===== src/rtl/cla_pkg.sv =====
// rtl/cla_pkg.sv - shared state encoding and default sizing for the sequential CLA adder
package cla_pkg;

   localparam int DEF_SLICE_W = 16;
   localparam int DEF_NSLICE  = 4;

   // 2'd3 is unused and is steered back to ST_IDLE by the controller
   typedef enum logic [1:0] {
      ST_IDLE = 2'd0,
      ST_RUN  = 2'd1,
      ST_DONE = 2'd2
   } state_t;

endpackage


===== src/rtl/cla_nbit.sv =====
// rtl/cla_nbit.sv - n-bit carry-lookahead adder slice built from generate/propagate terms
module cla_nbit #(
   parameter int n = 16
) (
   input  logic [n-1:0] a,
   input  logic [n-1:0] b,
   input  logic         ci,
   output logic [n-1:0] s,
   output logic         co
);

   logic [n-1:0] g;
   logic [n-1:0] p;
   logic [n:0]   c;

   always_comb begin
      g    = a & b;
      p    = a ^ b;
      c    = '0;
      c[0] = ci;
      for (int i = 0; i < n; i++) begin
         c[i+1] = g[i] | (p[i] & c[i]);
      end
      s  = p ^ c[n-1:0];
      co = c[n];
   end

endmodule


===== src/rtl/cla_seq_adder_ctrl.sv =====
// rtl/cla_seq_adder_ctrl.sv - wide add/sub that reuses one cla_nbit slice over NSLICE cycles
module cla_seq_adder_ctrl
   import cla_pkg::*;
#(
   parameter int  SLICE_W = DEF_SLICE_W,
   parameter int  NSLICE  = DEF_NSLICE,
   localparam int TW      = SLICE_W * NSLICE
) (
   input  logic          clk,
   input  logic          rst_n,
   input  logic          in_valid,
   output logic          in_ready,
   input  logic [TW-1:0] a,
   input  logic [TW-1:0] b,
   input  logic          ci,
   input  logic          sub,
   output logic          out_valid,
   input  logic          out_ready,
   output logic [TW-1:0] sum,
   output logic          co,
   output logic          ovf
);

   localparam int            CW   = (NSLICE > 1) ? $clog2(NSLICE) : 1;
   localparam logic [CW-1:0] LAST = CW'(NSLICE - 1);

   state_t                          state_q, state_d;
   logic [CW-1:0]                   cnt_q, cnt_d;
   logic                            carry_q, carry_d;
   logic [NSLICE-1:0][SLICE_W-1:0]  op_a_q, op_a_d;
   logic [NSLICE-1:0][SLICE_W-1:0]  op_b_q, op_b_d;
   logic [NSLICE-1:0][SLICE_W-1:0]  sum_q, sum_d;
   logic                            co_q, co_d;
   logic                            ovf_q, ovf_d;
   logic                            in_ready_q, in_ready_d;
   logic                            out_valid_q, out_valid_d;

   logic [SLICE_W-1:0]              slice_a, slice_b, slice_s;
   logic                            slice_co;

   assign slice_a = op_a_q[cnt_q];
   assign slice_b = op_b_q[cnt_q];

   cla_nbit #(.n(SLICE_W)) u_slice (
      .a  (slice_a),
      .b  (slice_b),
      .ci (carry_q),
      .s  (slice_s),
      .co (slice_co)
   );

   always_comb begin
      state_d = state_q;
      cnt_d   = cnt_q;
      carry_d = carry_q;
      op_a_d  = op_a_q;
      op_b_d  = op_b_q;
      sum_d   = sum_q;
      co_d    = co_q;
      ovf_d   = ovf_q;
      case (state_q)
         ST_IDLE: begin
            if (in_valid) begin
               // Subtraction is A + ~B + ~borrow, so the slice only ever adds
               op_a_d  = a;
               op_b_d  = sub ? ~b : b;
               carry_d = ci ^ sub;
               cnt_d   = '0;
               state_d = ST_RUN;
            end
         end
         ST_RUN: begin
            sum_d[cnt_q] = slice_s;
            carry_d      = slice_co;
            if (cnt_q == LAST) begin
               co_d    = slice_co;
               ovf_d   = op_a_q[NSLICE-1][SLICE_W-1] ^ op_b_q[NSLICE-1][SLICE_W-1]
                       ^ slice_s[SLICE_W-1] ^ slice_co;
               cnt_d   = '0;
               state_d = ST_DONE;
            end else begin
               cnt_d = cnt_q + 1'b1;
            end
         end
         ST_DONE: begin
            if (out_ready) begin
               state_d = ST_IDLE;
            end
         end
         default: state_d = ST_IDLE;
      endcase
      in_ready_d  = (state_d == ST_IDLE);
      out_valid_d = (state_d == ST_DONE);
   end

   always_ff @(posedge clk or negedge rst_n) begin
      if (!rst_n) begin
         state_q     <= ST_IDLE;
         cnt_q       <= '0;
         carry_q     <= 1'b0;
         op_a_q      <= '0;
         op_b_q      <= '0;
         sum_q       <= '0;
         co_q        <= 1'b0;
         ovf_q       <= 1'b0;
         in_ready_q  <= 1'b1;
         out_valid_q <= 1'b0;
      end else begin
         state_q     <= state_d;
         cnt_q       <= cnt_d;
         carry_q     <= carry_d;
         op_a_q      <= op_a_d;
         op_b_q      <= op_b_d;
         sum_q       <= sum_d;
         co_q        <= co_d;
         ovf_q       <= ovf_d;
         in_ready_q  <= in_ready_d;
         out_valid_q <= out_valid_d;
      end
   end

   assign in_ready  = in_ready_q;
   assign out_valid = out_valid_q;
   assign sum       = sum_q;
   assign co        = co_q;
   assign ovf       = ovf_q;

endmodule


===== config.mk =====
export PLATFORM = sky130hd
export DESIGN_NAME = cla_seq_adder_ctrl
export DESIGN_NICKNAME = d
export VERILOG_FILES = /design/src/rtl/cla_pkg.sv /design/src/rtl/cla_nbit.sv /design/src/rtl/cla_seq_adder_ctrl.sv
export SDC_FILE = /design/constraint.sdc
export NUM_CORES = 1
export LEC_CHECK = 0
export ABC_AREA = 0
export ABC_CLOCK_PERIOD_IN_PS = 9600
export CAP_MARGIN = 20
export CORE_AREA = 5 5 150 152
export CTS_BUF_LIST = sky130_fd_sc_hd__clkbuf_16
export DETAILED_ROUTE_END_ITERATION = 12
export DIE_AREA = 0 0 155 157
export GPL_TIMING_DRIVEN = 0
export PLACE_DENSITY_LB_ADDON = 0.25
export SYNTH_ARGS = -nofsm -noshare
export SYNTH_HDL_FRONTEND = slang
export SYNTH_SLANG_ARGS = --single-unit

===== constraint.sdc =====
create_clock -name clk -period 9.6 [get_ports clk]
set_input_delay 1.92 -clock clk [delete_from_list [all_inputs] [get_ports clk]]
set_output_delay 1.92 -clock clk [all_outputs]
set_load 0.01 [all_outputs]

Word-level counts from Yosys, hierarchy flattened
Index checks and enable logic that the tools add are counted.
{"block": "op_classes", "n_addsub": 1, "magnitude_cmp": 2, "n_eq_ne": 5, "n_mux": 17, "n_bitwise": 40, "reduce_logical": 7}
{"op": "$bmux 16 s2", "count": 2}
{"op": "$bwmux 64", "count": 1}
{"op": "$mux 64", "count": 1}
{"op": "$not 64->64", "count": 1}
{"op": "$mux 16", "count": 3}
{"op": "$demux 16 s2", "count": 1}
{"op": "$xor 16x16->16", "count": 2}
{"op": "$and 1x1->1", "count": 16}
{"op": "$and 16x16->16", "count": 1}
{"op": "$or 1x1->1", "count": 16}
{"op": "$mux 2", "count": 5}
{"op": "$eq 2x2->1 const B", "count": 3}
{"op": "$pmux 2 s3", "count": 1}
{"op": "$reduce_and 2->1", "count": 3}
{"op": "$logic_not 2->1", "count": 2}
{"op": "$pmux 2 s2", "count": 1}
{"op": "$xor 1x1->1", "count": 4}
{"op": "$lt 2x3->1 const B", "count": 1}
{"op": "$add 2x1->2 const B", "count": 1}
{"op": "$eq 2x1->1 const B", "count": 1}
{"op": "$ge 2x1->1 const B", "count": 1}
{"op": "$ne 2x2->1 const B", "count": 1}
{"op": "$pmux 1 s2", "count": 1}
{"op": "$reduce_bool 2->1", "count": 1}
{"op": "other kinds (2)", "count": 2}
{"block": "word_totals", "ff_bits": 201, "input_bits": 134, "output_inout_bits": 68, "wordCells": 91}

Longest topological paths before layout
Gate-level depths: netlist of run 1.
{"block": "depth", "ltp_word": 36, "depth_mapped": 24, "ltp_nobuf": 23}

Hierarchy
A second synthesis of run 1 with hierarchy kept.
{"block": "hier_totals", "hier_cells": 655, "hier_area_um2": 9287.7}
{"module": "cla_seq_adder_ctrl", "n_inst": 1, "cells_per_inst": 629, "area_each_um2": 8929.8, "seq_area_each_um2": 5031.1}
{"module": "cla_nbit", "n_inst": 1, "cells_per_inst": 26, "area_each_um2": 357.8, "seq_area_each_um2": 0.0}

Worst setup path before layout of run 1
Ideal clock, no wire load.
{"block": "synth_path", "kind": "reg-to-reg", "from": "reg cnt_q[0]", "to": "reg ovf_q, in the netlist ovf", "setup_ns": 0.134, "arrival_ns": 7.956, "t_required_ns": 9.466, "setup_slack_ns": 1.509, "stages_incl_launch_ff": 23, "n_path_buf": 2, "period_less_slack_ns": 8.091, "path_cell_list": "dfrtp_1 buf_2 buf_4 mux4_2 fa_1 fa_1 fa_1 fa_1 fa_1 fa_1 fa_1 fa_1 fa_1 fa_1 fa_1 fa_1 fa_1 fa_1 inv_1 fa_1 xnor2_1 xnor2_1 o21ai_0"}
{"block": "synth_between", "elab_chain_len": 36, "elab_cells_between_ends": 43, "classes_between": "eq/ne (1); mux (4); bitwise (37); reduce/logical (1)"}
{"item": "start: declaration", "line": "cla_seq_adder_ctrl.sv:28", "source": "logic [CW-1:0] cnt_q, cnt_d;"}
{"item": "start signal: assignment", "line": "cla_seq_adder_ctrl.sv:110", "source": "cnt_q <= cnt_d;"}
{"item": "$bmux 16 s2, on equally long branches", "line": "cla_seq_adder_ctrl.sv:41, cla_seq_adder_ctrl.sv:42"}
{"item": "$mux 16, on equally long branches", "line": "cla_seq_adder_ctrl.sv:41, cla_seq_adder_ctrl.sv:42"}
{"item": "$xor 16x16->16", "line": "cla_nbit.sv:18", "source": "p = a ^ b;"}
{"item": "$and 1x1->1", "line": "cla_nbit.sv:22", "source": "c[i+1] = g[i] | (p[i] & c[i]);"}
{"item": "$or 1x1->1", "line": "cla_nbit.sv:22"}
{"item": "$and 1x1->1", "line": "cla_nbit.sv:22"}
{"item": "$or 1x1->1", "line": "cla_nbit.sv:22"}
{"item": "$and 1x1->1", "line": "cla_nbit.sv:22"}
{"item": "[20 not listed]"}
{"item": "$or 1x1->1", "line": "cla_nbit.sv:22"}
{"item": "$and 1x1->1", "line": "cla_nbit.sv:22"}
{"item": "$or 1x1->1", "line": "cla_nbit.sv:22"}
{"item": "$and 1x1->1", "line": "cla_nbit.sv:22"}
{"item": "$or 1x1->1", "line": "cla_nbit.sv:22"}
{"item": "$xor 16x16->16 / $and 1x1->1 (equally long branches)", "line": "cla_nbit.sv:24, cla_nbit.sv:22"}
{"item": "$xor 1x1->1 / $or 1x1->1 (equally long branches)", "line": "cla_seq_adder_ctrl.sv:78, cla_nbit.sv:22"}
{"item": "$xor 1x1->1", "line": "cla_seq_adder_ctrl.sv:78", "source": "^ slice_s[SLICE_W-1] ^ slice_co;"}
{"item": "end signal: assignment", "line": "cla_seq_adder_ctrl.sv:116", "source": "ovf_q <= ovf_d;"}
{"item": "end: declaration", "line": "cla_seq_adder_ctrl.sv:34", "source": "logic ovf_q, ovf_d;"}
Several ways; a longest one is shown, not always the timed one. The select of a mux whose other input is x is not followed.
A chain may end at the register's enable or synchronous reset.

Final worst setup path of run 1
{"block": "layout_path", "from": "reg cnt_q[1]", "to": "reg ovf_q, in the netlist ovf"}
The elaborated chain is that of the path after synthesis.

==> results of run 1 <==
-- metrics by stage --
stage	cells	instance area (um^2)	total power, mW	worst slack (ns)	hold slack [ns]
final	1172	12200	4.65	0.824	0.483
after global routing	1172	12200	5.02	0.467	0.498
after CTS	1172	12200	4.72	0.742	0.484
after detailed placement	1137	11600	3.99	0.752	0.471
after global placement	1136	11500	3.94	-1.93	0.463
after floorplan	661	9200	3.04	1.51	0.452
-- layer usage --
layer  track usage [%]  routed length [um]
met1              28.1               10400
met2              30.8               10700
met3              2.97                1490
met4              3.70                 341
met5                 0                   0
-- logic make-up (layout without fill, tap and decap cells) --
group / after synthesis / count (layout)
flops: 201 / 201
mux: 152 / 152
simple gates: 84 / 84
compound gates: 83 / 83
xor+xnor: 68 / 68
buf+inv: 53 / 289
fa+ha+maj: 20 / 20
-- worst max-delay path: stages (launching register included) --
cell and delay, ns:
dfrtp_1 0.38, buf_2 0.23, clkbuf_1 0.62, mux4_2 0.46, fa_1 0.42, fa_1 0.38, fa_1 0.40, fa_1 0.40
fa_1 0.39, fa_1 0.41, fa_1 0.43, fa_1 0.42, fa_1 0.47, fa_1 0.48, fa_1 0.48, fa_1 0.46
fa_1 0.47, fa_1 0.37, inv_1 0.08, fa_1 0.48, xnor2_1 0.20, xnor2_1 0.13, o21ai_0 0.08
-- layout make-up --
type | instances | area (um^2)
plain buffers | 43 | 304
inverters | 10 | 37.5
repair buffers | 201 | 2030
fillers | 1791 | 8720
clock buffers | 21 | 526
flip-flops and latches | 201 | 5030
clock inverters | 14 | 62.6
well taps | 275 | 344
multi-input cells | 407 | 3830
-- synth_stat cells --
cell        n  share of area [%]
nor3b_2     1               0.14
xor2_1      1              0.095
nand3b_2    4               0.49
clkbuf_1    3               0.12
nor2_1     65                2.7
nand2b_1    3               0.20
xnor2_1    67                6.4
buf_2      18               0.98
mux2_1     46                5.6
a32o_1      2               0.22
buf_4      12               0.98
a21oi_1    65                3.5
mux4_2     32                7.8
o21ai_0    14               0.76
o21a_1      1              0.082
dfrtp_1   200                 54
dfstp_2     1               0.29
nand2_1    11               0.45
buf_6      10                1.2
fa_1       16                3.5
a22oi_1     1              0.082
ha_1        4               0.54
inv_1      10               0.41
mux2_2     74                9.1
-- power by group --
| part | switching (mW) | leakage [nW] | internal (mW) |
|---|---|---|---|
| registers | 0.223 | 2.32 | 1.29 |
| clock network | 0.320 | 0.302 | 0.395 |
| logic | 1.14 | 2.29 | 1.28 |
| total | 1.69 | 4.92 | 2.97 |
-- state kept, by name, indices dropped and copies added, names as in the netlist --
| name | flops |
|---|---|
| in_ready | 1 |
| op_a_q | 64 |
| out_valid | 1 |
| ovf | 1 |
| co | 1 |
| state_q | 2 |
| sum | 64 |
| cnt_q | 2 |
| carry_q | 1 |
| op_b_q | 64 |
-- worst max path at each step --
stage                  start    endpoint  slack [ns]  cells past startpoint
floorplan           cnt_q[0]         ovf        1.51                     22
global placement       rst_n  op_b_q[60]       -1.93                      1
detailed placement  cnt_q[1]         ovf        0.75                     22
CTS                 cnt_q[1]         ovf        0.74                     22
global route        cnt_q[1]         ovf        0.47                     22
finish              cnt_q[1]         ovf        0.82                     22
==> metrics.md, run 1 <==
| Metric | Value |
|---|---|
| Register area share after synthesis | between 50% and 60% |
| End of the worst hold path | op_a_q[2] |
| IO Count | about 200 |
| Largest net degree at the start of global routing | between 100 and 150 |
| Final GP Congestion | just over 0.8 |
| DR vias | 5906 |
| Nets | 1039 |
| Number of clock sinks | approximately 200 |
| Antenna Violating Nets Remaining | 0 |
| Fin. Hold Viols | 0 |
| Syn-to-layout area delta | 32.2% |
| Worst Skew | roughly 0.01 ns |
| Post-synthesis adder-cell area fraction | just over 4% |
| WL per Instance | 19.6 um |
| Initial antenna violation count | 0 |
| Status | completed |
| Cells after Synth | 661 |
| Synth Area in XOR/XNOR | under 10% |
| Initial DRC count | between 300 and 400 |
| Max-slew violation count | 0 |
| Hold Path Origin | op_a_q[2] |
| Post-synthesis mux area share | between 20 and 25% |
| Synth Warn # | 0 |
| Critical path fanouts, max | 10 |
| Tcrit/Tclk final | about nine tenths |
| TritonRoute pass-1 iters | 5 |
| Port bufs | 200 |
| Critical path class | reg2reg |
| Vias in the first global route | between 6000 and 7000 |
| First-pass GRT wire length | 36200 um |
| GRT Total Usage | approximately a fifth |
| RSZ-0062 raised after global routing | no |
| Syn Nets | ~820 |
| Max-Cap Viols | 0 |
| Die area | around 24000 um^2 |
| Power density over cell area | 382 nW/um^2 |
| Root buf cell | clkbuf_16 |
| Die Width | about 160 um |
| CTS tree | done |
| Post-synthesis simple-gate area fraction | under 10% |
| Worst Reg-to-Reg Cells | 22 |
| Total gr overflow | 0 |
| Critical path startpoint category | register |
| Worst IR Drop VDD | roughly 0.15 mV |
| Hold crit path type | reg2reg |
| Compound-Gate Fraction of Synth Area | under 10% |
| Fin util | 58.3% |
| Fin crit period | about 9 ns |
| Reg-to-reg critical path endpoint | ovf |
| CP Data Arrival Time | around 9.1 ns |
| Ant. Diodes | 0 |
| CTS max path bufs | 3 |
| Vias per inst | 5.04 |
| Die H | 157 um |
| Share of layout cells above drive strength 1 | 20.2% |
| Total CTS buffers | 21 |
| WHS Path Cells | 1 |
| Post-CTS Hold Fix Bufs | 0 |
| Setup_tns | 0 ns |
| Core area | between 20000 and 25000 um^2 |
| Starting Density | between 40 and 50% |
| WL final | 23000 um |
| Most frequent cells in the layout | 200 x dfrtp_1, 199 x clkdlybuf4s50_1, 74 x mux2_2 |
| Post-synthesis register bit count | about 200 |
| Main combinational cell family by area after synthesis | multiplexers |
| Final setup violation count | 0 |
| Count of unique library cells instantiated by Yosys | 24 |
| Leakage | 4.92 nW |
| WP data required | just under 10 ns |
| Row cnt | 53 |
| Worst-margin pin slew | between 0.8 and 0.9 ns |
| Skew-Pair Late Insertion Delay | roughly 0.49 ns |
| Avg Synthesized Cell Area | around 14 um^2 |
| Fmax | ~110 MHz |
| H-tree levels | 1 |
| Worst R2R Setup Slack | just over 0.8 ns |
| # resized after CTS | 0 |
| Relative slew margins | 46.3% |
| Crit end category | register |
| Reg-to-reg critical path startpoint | cnt_q[1] |
| Commonest non-fill, non-tap cell in the layout | dfrtp_1 |
| Post-Syn Area | 9200 um^2 |
| Drc violations | 0 |
| Clock transition at path regs | 0.06 ns |
| Post-DP HPWL | 17300 um |
| Setup repair bufs after CTS | 0 |
Power figures use the tool's default switching activity.
==> inputs of run 2 (changes only) <==
- SETUP_SLACK_MARGIN: default -> 0.2
==> results of run 2 <==
No change in the layout: final DEF, timing and power equal those of run 1.
==> inputs of run 3 (changes only) <==
- ABC_CLOCK_PERIOD_IN_PS: 9600 -> 11100
- clock period: 9.6 -> 11.1 ns (I/O delays scaled with it)
==> results of run 3 <==
The final DEF is identical to that of run 1. Status: completed.
Among the figures that moved: setup slack after placement 0.752 ns -> 2.25 ns; setup slack after layout 0.824 ns -> 2.32 ns; register-to-register setup slack 0.82 ns -> 2.32 ns; total power 4.65 mW -> 4.03 mW; worst IR drop on VDD 0.148 mV -> 0.128 mV
